File: config.mk
export PLATFORM = sky130hd
export DESIGN_NAME = led_pattern_sequencer
export DESIGN_NICKNAME = d
export VERILOG_FILES = /design/src/rtl/led_seq_pkg.sv /design/src/rtl/led_pattern_sequencer_step_prescaler.sv /design/src/rtl/led_pattern_sequencer.sv
export SDC_FILE = /design/constraint.sdc
export NUM_CORES = 1
export LEC_CHECK = 0
export BUFFER_PORTS_ARGS = -buffer_cell sky130_fd_sc_hd__buf_4
export CAP_MARGIN = 20
export CORE_MARGIN = 2
export CORE_UTILIZATION = 62
export CTS_BUF_LIST = sky130_fd_sc_hd__clkbuf_2 sky130_fd_sc_hd__clkbuf_4 sky130_fd_sc_hd__clkbuf_8
export CTS_CLUSTER_SIZE = 20
export DETAILED_ROUTE_END_ITERATION = 16
export PLACE_DENSITY = 0.79
export SLEW_MARGIN = 20
export SYNTH_ARGS = -nofsm -noshare
export SYNTH_HDL_FRONTEND = slang
export SYNTH_HIERARCHICAL = 1
export SYNTH_SLANG_ARGS = --single-unit
File: constraint.sdc
create_clock -name CLK -period 2.5 [get_ports CLK]
set_input_delay 0.125 -clock CLK [delete_from_list [all_inputs] [get_ports CLK]]
set_output_delay 0.125 -clock CLK [all_outputs]
set_load 0.1 [all_outputs]
File: src/rtl/led_seq_pkg.sv
// led_seq_pkg
// Shared encodings for the LED pattern sequencer: the MODE request codes,
// the FSM state enum and the pattern each mode starts from on a load.
package led_seq_pkg;

  localparam logic [1:0] MODE_OFF   = 2'd0;
  localparam logic [1:0] MODE_BLINK = 2'd1;
  localparam logic [1:0] MODE_SCAN  = 2'd2;
  localparam logic [1:0] MODE_COUNT = 2'd3;

  typedef enum logic [2:0] {
    ST_OFF    = 3'd0,
    ST_BLINK  = 3'd1,
    ST_SCAN_L = 3'd2,
    ST_SCAN_R = 3'd3,
    ST_COUNT  = 3'd4
  } state_t;

  localparam logic [7:0] PAT_OFF   = 8'h00;
  localparam logic [7:0] PAT_BLINK = 8'hFF;
  localparam logic [7:0] PAT_SCAN  = 8'h01;
  localparam logic [7:0] PAT_COUNT = 8'h00;

endpackage

File: src/rtl/led_pattern_sequencer_step_prescaler.sv
// step_prescaler
// Divides CLK down to a one-cycle step tick every DIV enabled cycles.
// Ports:
//   CLK   - system clock
//   RST   - synchronous reset, active-high; counter to 0
//   CLEAR - synchronous restart of the count (used on mode load)
//   HOLD  - freezes the count and suppresses the tick
//   TICK  - combinational, high on the edge where the count wraps
module step_prescaler #(
  parameter int DIV = 3000000
) (
  input  logic CLK,
  input  logic RST,
  input  logic CLEAR,
  input  logic HOLD,
  output logic TICK
);

  localparam int CW = (DIV > 2) ? $clog2(DIV) : 1;

  logic [CW-1:0] cnt;

  assign TICK = (cnt == CW'(DIV - 1)) && !HOLD;

  always_ff @(posedge CLK) begin
    if (RST || CLEAR) begin
      cnt <= '0;
    end else if (!HOLD) begin
      if (TICK) cnt <= '0;
      else      cnt <= cnt + CW'(1);
    end
  end

endmodule

File: src/rtl/led_pattern_sequencer.sv
// led_pattern_sequencer
// Sole owner of the eight board LEDs. A prescaler paces pattern steps; the
// FSM below advances the selected pattern on each step.
// Ports:
//   CLK        - 12 MHz system clock
//   RST        - synchronous reset, active-high
//   MODE       - requested mode (OFF, BLINK, SCAN, COUNT)
//   MODE_VALID - one-cycle load strobe for MODE
//   PAUSE      - level; freezes prescaler and pattern
//   STEP       - registered one-cycle pulse after every pattern step
//   LED7..LED0 - registered pattern bits, LED7 is the MSB
//
// state     | meaning
// ST_OFF    | all LEDs dark, steps still pulse STEP
// ST_BLINK  | whole pattern inverts every step
// ST_SCAN_L | single lit bit moving toward LED7
// ST_SCAN_R | single lit bit moving toward LED0
// ST_COUNT  | pattern is an 8-bit binary up-counter
module led_pattern_sequencer
  import led_seq_pkg::*;
#(
  parameter int DIV = 3000000
) (
  input  logic       CLK,
  input  logic       RST,
  input  logic [1:0] MODE,
  input  logic       MODE_VALID,
  input  logic       PAUSE,
  output logic       STEP,
  output logic       LED7,
  output logic       LED6,
  output logic       LED5,
  output logic       LED4,
  output logic       LED3,
  output logic       LED2,
  output logic       LED1,
  output logic       LED0
);

  state_t     state;
  logic [7:0] pattern;
  logic       tick;

  step_prescaler #(.DIV(DIV)) u_prescaler (
    .CLK   (CLK),
    .RST   (RST),
    .CLEAR (MODE_VALID),
    .HOLD  (PAUSE),
    .TICK  (tick)
  );

  always_ff @(posedge CLK) begin
    if (RST) begin
      state   <= ST_OFF;
      pattern <= PAT_OFF;
      STEP    <= 1'b0;
    end else if (MODE_VALID) begin
      // A load wins over a coincident tick and restarts the step period.
      STEP <= 1'b0;
      case (MODE)
        MODE_BLINK: begin state <= ST_BLINK;  pattern <= PAT_BLINK; end
        MODE_SCAN:  begin state <= ST_SCAN_L; pattern <= PAT_SCAN;  end
        MODE_COUNT: begin state <= ST_COUNT;  pattern <= PAT_COUNT; end
        default:    begin state <= ST_OFF;    pattern <= PAT_OFF;   end
      endcase
    end else begin
      STEP <= tick;
      case (state)
        ST_OFF:   pattern <= PAT_OFF;
        ST_BLINK: if (tick) pattern <= ~pattern;
        ST_SCAN_L: if (tick) begin
          // Turn at the end so 0x80 is shown once and never shifted out.
          if (pattern == 8'h80) begin
            state   <= ST_SCAN_R;
            pattern <= 8'h40;
          end else begin
            pattern <= pattern << 1;
          end
        end
        ST_SCAN_R: if (tick) begin
          if (pattern == 8'h01) begin
            state   <= ST_SCAN_L;
            pattern <= 8'h02;
          end else begin
            pattern <= pattern >> 1;
          end
        end
        ST_COUNT: if (tick) pattern <= pattern + 8'd1;
        default: begin
          state   <= ST_OFF;
          pattern <= PAT_OFF;
        end
      endcase
    end
  end

  assign {LED7, LED6, LED5, LED4, LED3, LED2, LED1, LED0} = pattern;

endmodule

==> results.md <==
* Unique masters post-synth at 53
* Register Area at 682 µm²
* Peak supply drop at 0.386 mV
* Height of the chip at 63.2 µm
* Leakage at 0.783 nW
* Synth warnings at 6
* Final WL at 4870 µm
* Root Buffer: clkbuf_4
* Final setup margin at 0.316 ns
* Clk Latency, worst-skew pair at 0.35 ns
* Clk buf depth at 2
* Power density cells at 439 mW/mm²
* Post-synth top area share at 0.314
* Avg Synthesized Cell Area at 7.73 µm²
* First-pass GRT wire length at 8510 µm
* Post-synthesis sequential area ratio at 0.314
* Global route total overflow at 0
* Crit end category: flip-flop
* Flops & latches, synth at 34
* Drt wl/cell at 14.3 µm
* DRC errors left at 0
* Data arrival time of the critical path at 2.47 ns
* CP peak stage delay at 0.39 ns
* Hold wc startpoint: MODE_VALID
* Fraction of layout cells with a size suffix above 1 at 0.136
* Slew Limit Fails at 0
* CTS Sinks at 34
* Multi-input gate area at 0.00137 mm²
* Post-synth EDFFs at 0
* TritonRoute pass-1 iters at 4
* Fin nets at 307
* Number of max-cap violations at 0
* Clk slew on worst S/H paths at 0.11 ns
* Antenna violations before repair at 0
* Area of the die at 0.00399 mm²
* Starting Density at 0.651
* Hold Path Class: primary input to flip-flop
* Layout area overhead at 9.45%
* Number of global-route vias before repair at 1905
* Critical path type: flip-flop to flip-flop
* Maximum clock rate at 458 MHz
* R2r startpoint: u_prescaler/cnt[0]$_SDFFE_PP0N_
* Final setup fails at 0
* Commonest non-fill, non-tap cells in the layout: 34 x nor2_1, 33 x dfxtp_1, 22 x a21oi_1
* Largest cells by area after synthesis: dfxtp_1 31%, nor2_1 5.9%, a21oi_1 5.1%, o21ai_0 4.4%, ha_1 4.0%
* Mapped Area at 0.00217 mm²
* Main synth FF type: dfxtp_1
* Port bufs at 14
* Crit share post-route at 0.874
* DRT antenna net count at 0
* Hold Path End: u_prescaler/cnt[2]$_SDFFE_PP0N_
* CP Max Fanout at 6
* Starting DRC count in detailed routing at 195
* WP buf/inv at 0
* Post-Route M1 WL at 2200 µm
* Dpl ws at 0.280 ns
* Cells after Synth at 281
* Setup TNS at 0 ns
* Top layer in use: met4
* Vias per cell at 6.02
* Unrepaired setup endpoints after global routing: no
* CP max stage cell: dfxtp_2
* H-tree levels at 2
* Cell Rows at 21
* Worst r2r dst: state[0]$_SDFFE_PP0P_
* Status: completed
* Yosys top cell by area: dfxtp_1
* Crit start category: flip-flop
* Hold Crit Depth at 2
* Delay-heaviest family, CP: simple AND/OR/NAND/NOR gates
* Die width at 63.2 µm
* Hpwl dp at 3430 µm
* Reg2Reg Depth at 8
* GRT Overall Usage at 0.263
* Crit-path cells: ha_1 -> nand3b_1 -> or2_2 -> nor2_1 -> or3b_1 -> o32ai_1 -> nand2_1 -> a31oi_1
* Pin count of the biggest net entering global routing at 20
* Metal3 WL at 214 µm
* Vias at 2052
* Share of flip-flops with an asynchronous set or reset at 0
* CP required at 2.79 ns
* Post-Route Utilization at 0.712
* Worst R2R Setup Slack at 0.32 ns
* Final min period at 2.18 ns
* Total CTS buffers at 5
* Max-Slew Margin vs Limit at 0.657
* Routability Congestion at 0.905
* CTS tree: done
* Fin. Hold Viols at 0
* Worst slew pin tran at 0.511 ns
* Routed wl met2 at 2350 µm
* Clk_skew at 0.0200 ns
* Io pins at 15
* ANT cells at 0
* Core ar. at 0.00334 mm²
* Most common cell after layout, fill and taps aside: nor2_1
* Syn Nets at 294
* Fillers at 298
[synthesized netlist by cell type, types with 2 or more instances]
master and count:
nand2b_1 6, and2_1 3, dfxtp_1 34, a22oi_1 2, nor2b_1 8, nand3b_1 5
o21ai_0 19, nand3_1 10, nand4_1 6, nor4_1 5, xnor2_1 10, xor2_1 2
or4_1 6, a221oi_2 2, a21boi_0 2, buf_2 8, o31ai_1 7, clkbuf_1 4
nor3_1 6, and3_1 2, a31oi_1 5, nor4b_1 2, o21ai_1 6, inv_1 14
nor2_1 34, nand2_1 16, ha_1 7, a21oi_1 22, or3_1 3, or3b_1 2
[repair_timing]
action	4_1_cts	5_1_grt
endpoints found under the hold margin	4	0
setup endpoints to repair	0	1
resized for setup	0	1
hold buffers	1	0
buffers inserted	0	0
[power breakdown]
group	switching (W)	internal, W	total [W]
registers	0.0000132	0.000548	0.000561
clock network	0.000194	0.000147	0.000341
logic	0.0000927	0.0000470	0.000140
total	0.000300	0.000742	0.00104
[cell type report]
| type | instances | share of cell area |
|---|---|---|
| well taps | 46 | 0.0242 |
| clock inverters | 1 | 0.00211 |
| clock buffers | 7 | 0.0247 |
| inverters | 14 | 0.0221 |
| multi-input cells | 219 | 0.576 |
| repair buffers | 20 | 0.0642 |
| flip-flops and latches | 34 | 0.287 |
[metal layers]
layer | global-route usage | vias up
met5 | 0 | -
met4 | 0.125 | 0
met3 | 0.0554 | 14
met2 | 0.434 | 50
met1 | 0.327 | 954
li1 | - | 1034
[cells by family (layout without fill, tap and decap cells)]
family,count (synthesis),count (layout),synth area share
flops,34,34,0.314
simple gates,125,125,0.324
xor+xnor,12,12,0.0484
compound gates,75,75,0.217
buf+inv,28,42,0.0565
fa+ha+maj,7,7,0.0403
[through the flow]
stage	total power (W)	hold slack, ns	instances	area, µm²
2_1_floorplan	0.000674	0.194	281	2170
3_3_place_gp	0.000709	0.378	332	2300
3_5_place_dp	0.000710	0.378	332	2300
4_1_cts	0.00105	0.0720	341	2370
5_1_grt	0.00109	0.0747	341	2380
6_report	0.00104	0.0821	341	2380
[worst max path at each step]
stage,to,start,cells after the start
2_1_floorplan,pattern[0]$_SDFFE_PP0P_,pattern[1]$_SDFFE_PP0P_,7
3_3_place_gp,state[0]$_SDFFE_PP0P_,u_prescaler/cnt[0]$_SDFFE_PP0N_,8
3_5_place_dp,state[0]$_SDFFE_PP0P_,u_prescaler/cnt[0]$_SDFFE_PP0N_,8
4_1_cts,state[0]$_SDFFE_PP0P_,u_prescaler/cnt[0]$_SDFFE_PP0N_,8
5_1_grt,state[0]$_SDFFE_PP0P_,u_prescaler/cnt[0]$_SDFFE_PP0N_,9
6_report,state[0]$_SDFFE_PP0P_,u_prescaler/cnt[0]$_SDFFE_PP0N_,8
[state kept, by name (all words and copies together) (netlist names)]
name             cells
STEP                 1
pattern              8
state                3
u_prescaler/cnt     22
Power figures use the tool's default switching activity.
